## src/rtl/vocab_writer.sv

```systemverilog
// vocab_writer
//   Builds the vocabulary memory scanned by the token matcher. A valid/ready
//   byte stream of tokens is written into vocab RAM as consecutive non-zero
//   characters, each token closed by one 0x00 terminator. Once the list is
//   sealed (or runs out of space) the start/end addresses are published.
//
// Ports
//   clk, rst_n          clock, asynchronous active-low reset
//   start, base_addr    begin a new list at base_addr (IDLE/DONE/OVF/ERR only)
//   in_valid, in_data,  character stream; in_last marks the final character
//   in_last, in_ready   of a token; in_ready is combinational
//   seal                close the list, discarding any partial token
//   mem_we, mem_addr,   registered RAM write port, one pulse per write
//   mem_wdata
//   vocab_start_addr    latched base_addr
//   vocab_end_addr      one past the last committed terminator
//   token_count         number of committed tokens
//   busy                list being loaded (LOAD/TERM)
//   done                list closed, by seal or overflow
//   overflow            list truncated for lack of space
//   error               a zero character was received
module vocab_writer #(
  parameter int ADDR_WIDTH = 4,
  parameter int DATA_WIDTH = 8
) (
  input  logic                  clk,
  input  logic                  rst_n,
  input  logic                  start,
  input  logic [ADDR_WIDTH-1:0] base_addr,
  input  logic                  in_valid,
  input  logic [DATA_WIDTH-1:0] in_data,
  input  logic                  in_last,
  input  logic                  seal,
  output logic                  in_ready,
  output logic                  mem_we,
  output logic [ADDR_WIDTH-1:0] mem_addr,
  output logic [DATA_WIDTH-1:0] mem_wdata,
  output logic [ADDR_WIDTH-1:0] vocab_start_addr,
  output logic [ADDR_WIDTH-1:0] vocab_end_addr,
  output logic [ADDR_WIDTH-1:0] token_count,
  output logic                  busy,
  output logic                  done,
  output logic                  overflow,
  output logic                  error
);

  localparam int PW = ADDR_WIDTH + 1;
  // Highest address a character may be written to: the character and its
  // terminator then end at 2^ADDR_WIDTH-2, so the end address still fits.
  localparam logic [PW-1:0] LIMIT = PW'((2 ** ADDR_WIDTH) - 3);

  typedef enum logic [2:0] {
    IDLE,
    LOAD,
    TERM,
    DONE,
    OVF,
    ERR
  } state_t;

  state_t                state;
  logic [PW-1:0]         wp;  // next write address (one spare bit for the limit test)
  logic [ADDR_WIDTH-1:0] cp;  // address after the last committed terminator

  // Seal wins over a character offered in the same cycle.
  assign in_ready = (state == LOAD) && !seal;
  assign busy     = (state == LOAD) || (state == TERM);

  always_ff @(posedge clk or negedge rst_n) begin
    if (!rst_n) begin
      state            <= IDLE;
      wp               <= '0;
      cp               <= '0;
      mem_we           <= 1'b0;
      mem_addr         <= '0;
      mem_wdata        <= '0;
      vocab_start_addr <= '0;
      vocab_end_addr   <= '0;
      token_count      <= '0;
      done             <= 1'b0;
      overflow         <= 1'b0;
      error            <= 1'b0;
    end else begin
      mem_we <= 1'b0;
      case (state)
        IDLE, DONE, OVF, ERR: begin
          if (start) begin
            vocab_start_addr <= base_addr;
            wp               <= {1'b0, base_addr};
            cp               <= base_addr;
            token_count      <= '0;
            done             <= 1'b0;
            overflow         <= 1'b0;
            error            <= 1'b0;
            state            <= LOAD;
          end
        end
        LOAD: begin
          if (seal) begin
            // Partial token is dropped: the list ends at the last commit.
            vocab_end_addr <= cp;
            done           <= 1'b1;
            state          <= DONE;
          end else if (in_valid) begin
            if (in_data == '0) begin
              error <= 1'b1;
              state <= ERR;
            end else if (wp > LIMIT) begin
              vocab_end_addr <= cp;
              overflow       <= 1'b1;
              done           <= 1'b1;
              state          <= OVF;
            end else begin
              mem_we    <= 1'b1;
              mem_addr  <= wp[ADDR_WIDTH-1:0];
              mem_wdata <= in_data;
              wp        <= wp + PW'(1);
              if (in_last) state <= TERM;
            end
          end
        end
        TERM: begin
          // Terminator lands on the cycle right after the token's last char.
          mem_we      <= 1'b1;
          mem_addr    <= wp[ADDR_WIDTH-1:0];
          mem_wdata   <= '0;
          wp          <= wp + PW'(1);
          cp          <= ADDR_WIDTH'(wp + PW'(1));
          token_count <= token_count + ADDR_WIDTH'(1);
          state       <= LOAD;
        end
        default: state <= IDLE;
      endcase
    end
  end

endmodule
```

## config.mk

```make
export PLATFORM = sky130hd
export DESIGN_NAME = vocab_writer
export DESIGN_NICKNAME = d
export VERILOG_FILES = /design/src/rtl/vocab_writer.sv
export SDC_FILE = /design/constraint.sdc
export NUM_CORES = 1
export LEC_CHECK = 0
export CAP_MARGIN = 20
export CELL_PAD_IN_SITES_DETAIL_PLACEMENT = 1
export CELL_PAD_IN_SITES_GLOBAL_PLACEMENT = 2
export CORE_ASPECT_RATIO = 0.7
export CORE_UTILIZATION = 33
export DETAILED_ROUTE_END_ITERATION = 6
export PLACE_DENSITY = 0.91
export SYNTH_ARGS = -nofsm -noshare
export SYNTH_HDL_FRONTEND = slang
export SYNTH_SLANG_ARGS = --single-unit
```

## constraint.sdc

```tcl
create_clock -name clk -period 8.2 [get_ports clk]
set_clock_uncertainty 0.2 [all_clocks]
set_input_delay 1.64 -clock clk [delete_from_list [all_inputs] [get_ports clk]]
set_output_delay 1.64 -clock clk [all_outputs]
set_load 0.03 [all_outputs]
```

==> results.yml, run 1 <==
yosys:
  syn_area_per_cell_um2: 11.0
  post_synth_instance_area_um2: 1970
  async_reset_ff_frac: 1.00
  synth_top_area_share: 0.509
  postSynthRegisterBits: 40
  biggest_area_contributors_in_the_synthesized_netlist: "dfrtp_1 (51%), mux2_2 (5.7%), nor2_1 (4.4%)"
  yosys_warnings: 0
  synth.distinct_cells: 43
  synth.yosys.seq_area_share: 0.509
  post-synth-top-area-cell: "dfrtp_1"
  syn_inst: 178
  synth_ff_type: "dfrtp_1"
  count_of_flip_flops_with_a_built_in_enable_after_synthesis: 0
  syn_nets: 199
clock_tree:
  cts_h_tree_lvls: 2
  cts_resized: 0
  cts_hold_repair.buffers: 0
  cts_buffers: 5
  cts.repair_timing.setup_buffer_count: 0
  cts.reportedPaths.clkPinSlew_ns: 0.08
  cts_buffer_depth: 2
  worst_skew_pair.late_latency_ns: 0.30
  cts_num_sinks: 40
  tritoncts: "done"
  cts_root_buf: "clkbuf_8"
floorplanning:
  dieArea_um2: 6280
  std_cell_rows: 23
  initial_core_util: 0.343
  dieWidth_um: 94.3
  io-pin-count: 48
  core_footprint_um2: 5730
  chipHeight_um: 66.6
min_path:
  holdCritStartpoint: "vocab_start_addr[0]"
  min_path_cells: 1
  hold_path.class: "reg2reg"
final_layout:
  finish.instance_area_um2: 2560
  antennaDiodeCount: 0
  most_frequent_standard_cell_in_the_layout_excluding_fill_and_tap_cells: "clkdlybuf4s50_1"
  mostFrequentLayoutCells: "clkdlybuf4s50_1 (46), dfrtp_1 (40), nor2_1 (23)"
  share_of_layout_cells_above_drive_strength_1: 0.116
  number_of_filler_instances_in_the_final_layout: 637
  final_nets: 244
  synthToLayoutAreaGrowth_pct: 30.2
  final_cells: 299
worst_setup_path:
  critical_path.endpoint_type: "output port"
  worstSetupStartpointType: "input port"
  crit_path_start: "seal"
  crit_path_max_fanout: 6
  r2r-end: "mem_addr[0]"
  crit_path_end: "in_ready"
  rr_startpoint: "state[1]"
  worstRegToRegCells: 5
  cp_data_arrival_time_ns: 3.08
  worst-setup-path-type: "in2out"
  reg2reg_slack_ns: 5.29
  worstPathRequired_ns: 6.36
global_routing:
  globalRoute.totalOverflow: 0
  grt_max_degree: 41
  global_route_wire_length_before_repair_um: 8110
  number_of_global_route_vias_before_repair: 1549
  number_of_antenna_violations_at_the_first_check_in_global_routing: 0
  globalRouteTotalUtil: 0.173
timing:
  final_max_slew_viol_count: 0
  rsz0062_at_grt: "false"
  finalSetupTns_ns: 0
  max_slew.worst_pin.slew_ns: 0.921
  final.setup.worst_slack_ns: 3.28
  max_freq_mhz: 203
  final.period_utilization: 0.600
  setup_violations: 0
  timing.final.hold_violations: 0
  max-slew-margin-rel: 0.386
  period_minus_slack_ns: 4.92
placement:
  io_buffers: 47
  finalWeightedCongestion: 0.778
  place_inst: 291
  dp.final_hpwl_um: 3410
  post-place-ws_ns: 3.27
  placed_area_um2: 2470
drt:
  wl_per_cell_um: 16.3
  drt-pass1-iter-count: 4
  final_antenna_net_count: 0
  viasPerCell: 5.13
  violation_count_after_the_first_detailed_routing_iteration: 59
  dr_total_vias: 1534
  drt_wl_total_um: 4860
  drcViolationCount: 0
power:
  power_leakage_nw: 1.16
  worst_ir_drop_vdd_mv: 0.126
  power_density_nw_per_um2: 429
outcome:
  outcome: "complete, no violations"
job:
  drv_cap: 0
-- where the power goes --
part / internal, W / switching [W] / leakage (nW) / total [W]
Clock: 0.0000685 / 0.0000745 / 0.0445 / 0.000143
Sequential: 0.000282 / 0.0000748 / 0.498 / 0.000357
Combinational: 0.000269 / 0.000328 / 0.621 / 0.000597
-- critical path, cell delays in order --
cell and delay [ns]:
clkdlybuf4s50_1 0.57, nor2_8 0.18, clkdlybuf4s50_1 0.68
-- metrics by stage --
stage,total power [W],utilization,hold WS [ns]
floorplan,0.000767,-,0.273
global placement,0.000949,0.431,0.279
detailed placement,0.000961,0.431,0.296
CTS,0.00111,0.447,0.315
global route,0.00117,0.447,0.334
finish,0.00110,0.447,0.311
-- layout make-up --
class | instances | area (µm²) | share of cell area
flip-flops and latches | 40 | 1000 | 0.391
multi-input cells | 124 | 883 | 0.345
repair buffers | 48 | 473 | 0.185
well taps | 75 | 93.8 | 0.0367
clock buffers | 7 | 86.3 | 0.0337
inverters | 4 | 15.0 | 0.00587
clock inverters | 1 | 7.51 | 0.00293
-- registers in the layout, indices dropped and copies added (netlist names), 3 cells and up --
name and count:
state 3, mem_wdata 8, vocab_end_addr 4, vocab_start_addr 4, wp 5, mem_addr 4
token_count 4, cp 4
-- cell families after synthesis --
kind of cell / synth area share
AND/OR/NAND/NOR: 0.160
adder cells (fa/ha/maj): 0.0191
flip-flops: 0.509
AO/OA/AOI/OAI: 0.124
multiplexers: 0.129
XOR/XNOR: 0.0178
buffers and inverters: 0.0420
-- worst min-delay path by stage --
| stage | endpoint |
|---|---|
| final | vocab_start_addr[0] |
| after global routing | vocab_start_addr[2] |
| after CTS | vocab_start_addr[0] |
| after detailed placement | cp[3] |
| after global placement | done |
| after floorplan | cp[2] |
-- synthesized netlist by cell type (5+ instances only) --
cell,instances
nor2_1,23
a21oi_1,8
o21ai_0,5
a221o_1,5
mux2i_1,8
nand3_1,5
dfrtp_1,40
nand2_1,9
mux2_2,10
clkbuf_1,6
-- per-layer routing --
metal / GRT usage / vias up / routed length, µm
met3: 0.0354 / 5 / 236
met1: 0.247 / 771 / 2490
met5: 0 / - / 0
met2: 0.261 / 32 / 2100
li1: - / 726 / -
met4: 0.0577 / 0 / 38
(Power assumes the default switching activity.)
==> run 2: changes to the inputs <==
Settings changed: CORE_UTILIZATION 33 to 31, PLACE_DENSITY 0.91 to 0.87.
Clock period 8.2 ns to 5.15 ns, I/O delays scaled along.
==> results.yml, run 2 (synthesis gave the netlist of run 1 again) <==
floorplanning:
  std_cell_rows: 23
  dieArea_um2: 6670
  core_footprint_um2: 5930
  io-pin-count: 48
  initial_core_util: 0.332
  chipHeight_um: 68.6
  dieWidth_um: 97.2
worst_setup_path:
  cp_data_arrival_time_ns: 2.46
  reg2reg_slack_ns: 2.23
  rr_startpoint: "state[1]"
  r2r-end: "mem_addr[1]"
  crit_path_start: "seal"
  worstRegToRegCells: 5
  worstSetupStartpointType: "input port"
  critical_path.endpoint_type: "output port"
  crit_path_max_delay_cell_type: "clkdlybuf4s50_1"
  path_common_cell: "clkdlybuf4s50_1"
  worstPathCellList: "clkdlybuf4s50_1 -> nor2_8 -> clkdlybuf4s50_1"
  worstPathRequired_ns: 3.92
  crit_path_max_fanout: 6
  critical-path-max-stage-delay_ns: 0.68
  worst-setup-path-type: "in2out"
global_routing:
  globalRoute.busiestLayer: "met1"
  grt_max_degree: 41
  grtUsageMet1: 0.238
  global_route_wire_length_before_repair_um: 8110
  globalRoute.totalOverflow: 0
  globalRouteTotalUtil: 0.160
  number_of_global_route_vias_before_repair: 1551
  grt.met2_usage: 0.221
  number_of_antenna_violations_at_the_first_check_in_global_routing: 0
  grtUsageMet3: 0.0413
timing:
  setup_violations: 0
  finalSetupTns_ns: 0
  final.period_utilization: 0.716
  max_slew.worst_pin.slew_ns: 0.878
  final_worst_hold_slack_ns: 0.297
  period_minus_slack_ns: 3.69
  final.setup.worst_slack_ns: 1.46
  final_max_slew_viol_count: 0
  max_freq_mhz: 271
  max-slew-margin-rel: 0.415
  timing.final.hold_violations: 0
  rsz0062_at_grt: "false"
drt:
  drcViolationCount: 0
  drt_wl_total_um: 4790
  drt-pass1-iter-count: 4
  viasPerCell: 5.10
  final_antenna_net_count: 0
  wl_per_cell_um: 16.1
  violation_count_after_the_first_detailed_routing_iteration: 64
  dr_total_vias: 1519
clock_tree:
  worst_skew_pair.late_latency_ns: 0.30
  cts_hold_repair.buffers: 0
  tritoncts: "done"
  cts_root_buf: "clkbuf_8"
  cts_resized: 0
  cts_num_sinks: 40
  cts_buffer_depth: 2
  cts_h_tree_lvls: 2
  cts_buffers: 5
  cts.reportedPaths.clkPinSlew_ns: 0.07
  cts.repair_timing.setup_buffer_count: 0
final_layout:
  share_of_layout_cells_above_drive_strength_1: 0.117
  most_frequent_standard_cell_in_the_layout_excluding_fill_and_tap_cells: "clkdlybuf4s50_1"
  top_register: "mem_wdata"
  synthToLayoutAreaGrowth_pct: 29.5
  largest_register_ff_count: 8
  post_route_core_utilization: 0.430
  final_nets: 244
  mostFrequentLayoutCells: "clkdlybuf4s50_1 (46), dfrtp_1 (40), nor2_1 (23)"
  antennaDiodeCount: 0
  reg_top3: "mem_wdata x8, wp x5"
power:
  power_density_nw_per_um2: 679
  power_leakage_nw: 1.16
  worst_ir_drop_vdd_mv: 0.247
  overall_power_w: 0.00173
placement:
  post-place-ws_ns: 1.45
  dp.final_hpwl_um: 3410
  io_buffers: 47
  finalWeightedCongestion: 0.786
min_path:
  min_path_cells: 1
  min_to: "done"
  holdCritStartpoint: "done"
  hold_path.class: "reg2reg"
outcome:
  outcome: "complete, no violations"
job:
  drv_cap: 0
[run 2: changes by cell type in the layout (fill, tap and decap cells not counted)]
cell	before	now
clkinv_2	0	1
clkbuf_8	6	5
clkbuf_1	1	0
[run 2: worst max-delay path, delay by kind of cell]
family / cells / cell delay [ns]
simple gates: 1 / 0.19
buf+inv: 2 / 1.24
[run 2: metal layers]
| metal | part of all wire | vias up |
|---|---|---|
| li1 | - | 721 |
| met4 | 0.010 | 0 |
| met5 | 0 | - |
| met1 | 0.53 | 760 |
| met3 | 0.042 | 5 |
| met2 | 0.42 | 33 |
[run 2: where the power goes]
part | internal [W] | leakage [nW] | switching [W]
clock | 0.0000918 | 0.0400 | 0.000115
combinational | 0.000428 | 0.621 | 0.000525
sequential | 0.000449 | 0.498 | 0.000122
[run 2: final cells by class]
class | instances | area (µm²)
fillers | 662 | 3380
clock buffers | 5 | 68.8
clock inverters | 2 | 12.5
well taps | 75 | 93.8
multi-input cells | 124 | 883
flip-flops and latches | 40 | 1000
repair buffers | 48 | 473
inverters | 4 | 15.0
[run 2: metrics by stage]
stage | cell area, µm² | cells
2_1_floorplan | 1970 | 178
3_3_place_gp | 2470 | 291
3_5_place_dp | 2470 | 291
4_1_cts | 2550 | 298
5_1_grt | 2550 | 298
6_report | 2550 | 298
[run 2: worst max-delay path by stage]
stage	end	cells past startpoint
finish	in_ready	3
global route	in_ready	3
CTS	in_ready	3
detailed placement	in_ready	3
global placement	in_ready	3
floorplan	mem_addr[0]	7
==> run 3: changes to the inputs <==
Clock period 5.15 ns to 3.9 ns, I/O delays scaled along.
==> results.yml, run 3 (synthesis gave the netlist of run 1 again) <==
worst_setup_path:
  worstRegToRegCells: 5
  worstPathRequired_ns: 2.92
  worstSetupStartpointType: "flip-flop"
  cp_data_arrival_time_ns: 2.27
  r2r-end: "mem_addr[1]"
  reg2reg_slack_ns: 1.32
  rr_startpoint: "state[1]"
  crit_path_max_fanout: 13
  worst-setup-path-type: "reg2out"
  critical_path.endpoint_type: "output port"
timing:
  period_minus_slack_ns: 3.25
  finalSetupTns_ns: 0
  max_freq_mhz: 308
  rsz0062_at_grt: "false"
  max-slew-margin-rel: 0.386
  final.period_utilization: 0.833
  max_slew.worst_pin.slew_ns: 0.921
  timing.final.hold_violations: 0
  final.setup.worst_slack_ns: 0.651
  final_max_slew_viol_count: 0
  setup_violations: 0
global_routing:
  globalRoute.totalOverflow: 0
  grt_max_degree: 41
  grtUsageMet1: 0.223
  globalRouteTotalUtil: 0.153
  number_of_global_route_vias_before_repair: 1494
  global_route_wire_length_before_repair_um: 7800
  grt.met2_usage: 0.216
  number_of_antenna_violations_at_the_first_check_in_global_routing: 0
  grtUsageMet3: 0.0403
  globalRoute.busiestLayer: "met1"
drt:
  violation_count_after_the_first_detailed_routing_iteration: 61
  final_antenna_net_count: 0
  drt_wl_total_um: 4800
  dr_total_vias: 1522
  wl_per_cell_um: 16.0
  drt-pass1-iter-count: 4
  viasPerCell: 5.06
  drcViolationCount: 0
final_layout:
  final_nets: 246
  reg_top3: "mem_wdata x8, wp x5"
  synthToLayoutAreaGrowth_pct: 31.1
  final-seq-area_um2: 1000
  largest_register_ff_count: 8
  top_register: "mem_wdata"
  area_of_combinational_cells_with_multiple_inputs_um2: 883
  most_frequent_standard_cell_in_the_layout_excluding_fill_and_tap_cells: "clkdlybuf4s50_1"
  mostFrequentLayoutCells: "clkdlybuf4s50_1 (46), dfrtp_1 (40), nor2_1 (23)"
  share_of_layout_cells_above_drive_strength_1: 0.128
  antennaDiodeCount: 0
  post_route_core_utilization: 0.435
  number_of_filler_instances_in_the_final_layout: 656
clock_tree:
  worst_skew_pair.late_latency_ns: 0.30
  cts_resized: 0
  cts.repair_timing.setup_buffer_count: 0
  cts_hold_repair.buffers: 0
  cts_buffers: 5
  cts.reportedPaths.clkPinSlew_ns: 0.08
  cts_root_buf: "clkbuf_8"
  tritoncts: "done"
  cts_h_tree_lvls: 2
  cts_buffer_depth: 2
  cts_num_sinks: 40
min_path:
  min_to: "done"
  min_path_cells: 1
  hold_path.class: "reg2reg"
  holdCritStartpoint: "done"
power:
  sequentialPowerShare: 0.325
  worst_ir_drop_vdd_mv: 0.300
  power.combinational.fraction: 0.546
  power_leakage_nw: 1.17
  power_density_nw_per_um2: 899
  p_int_w: 0.00131
  swShare: 0.433
  share_clk_of_total_power: 0.129
  power.switching_w: 0.00101
outcome:
  outcome: "complete, no violations"
floorplanning:
  chipHeight_um: 68.6
  initial_core_util: 0.332
  io-pin-count: 48
  core_footprint_um2: 5930
  std_cell_rows: 23
  dieArea_um2: 6670
  dieWidth_um: 97.2
placement:
  post-place-ws_ns: 0.706
  dp.final_hpwl_um: 3450
  io_buffers: 47
  finalWeightedCongestion: 0.772
job:
  drv_cap: 0
[run 3: changes by cell type in the layout (fill, tap and decap cells not counted)]
cell,previous run,this run
buf_4,1,3
clkbuf_8,5,6
clkinv_2,1,0
clkinvlp_4,1,2
[run 3: power groups by stage]
| stage | combinational, W | sequential, W | clock, W |
|---|---|---|---|
| after floorplan | 0.000687 | 0.000924 | 0 |
| after global placement | 0.00126 | 0.000757 | 0 |
| after detailed placement | 0.00128 | 0.000756 | 0 |
| after CTS | 0.00128 | 0.000753 | 0.000308 |
| after global routing | 0.00137 | 0.000783 | 0.000322 |
| final | 0.00127 | 0.000753 | 0.000300 |
[run 3: critical path, stage by stage (launching register included)]
cell and delay [ns]:
dfrtp_1 0.52, nor3b_1 0.22, nor2_1 0.39, inv_1 0.20, clkdlybuf4s50_1 0.64
[run 3: layout make-up]
cell class,count,area share
sequential,40,0.388
multi-input combinational,124,0.343
timing repair buffer,50,0.189
inverter,4,0.00582
clock buffer,6,0.0320
tap,75,0.0364
clock inverter,2,0.00582
[run 3: metal layers]
metal / wire, µm / share of wire
met1: 2580 / 0.54
met2: 1970 / 0.41
met3: 200 / 0.042
met4: 57 / 0.012
met5: 0 / 0
[run 3: how the worst max path moves through the flow]
stage | from | end | slack, ns | cells past startpoint
floorplan | state[2] | mem_addr[0] | 1.25 | 9
global placement | seal | in_ready | 0.72 | 3
detailed placement | seal | in_ready | 0.71 | 3
CTS | state[1] | busy | 0.64 | 4
global route | state[1] | busy | 0.51 | 4
finish | state[1] | busy | 0.65 | 4
[run 3: stage by stage]
stage | hold WS (ns) | power, W | instances | instance area [µm²]
2_1_floorplan | 0.273 | 0.00161 | 178 | 1970
3_3_place_gp | 0.281 | 0.00202 | 293 | 2480
3_5_place_dp | 0.294 | 0.00203 | 293 | 2480
4_1_cts | 0.313 | 0.00234 | 301 | 2580
5_1_grt | 0.339 | 0.00248 | 301 | 2580
6_report | 0.310 | 0.00232 | 301 | 2580
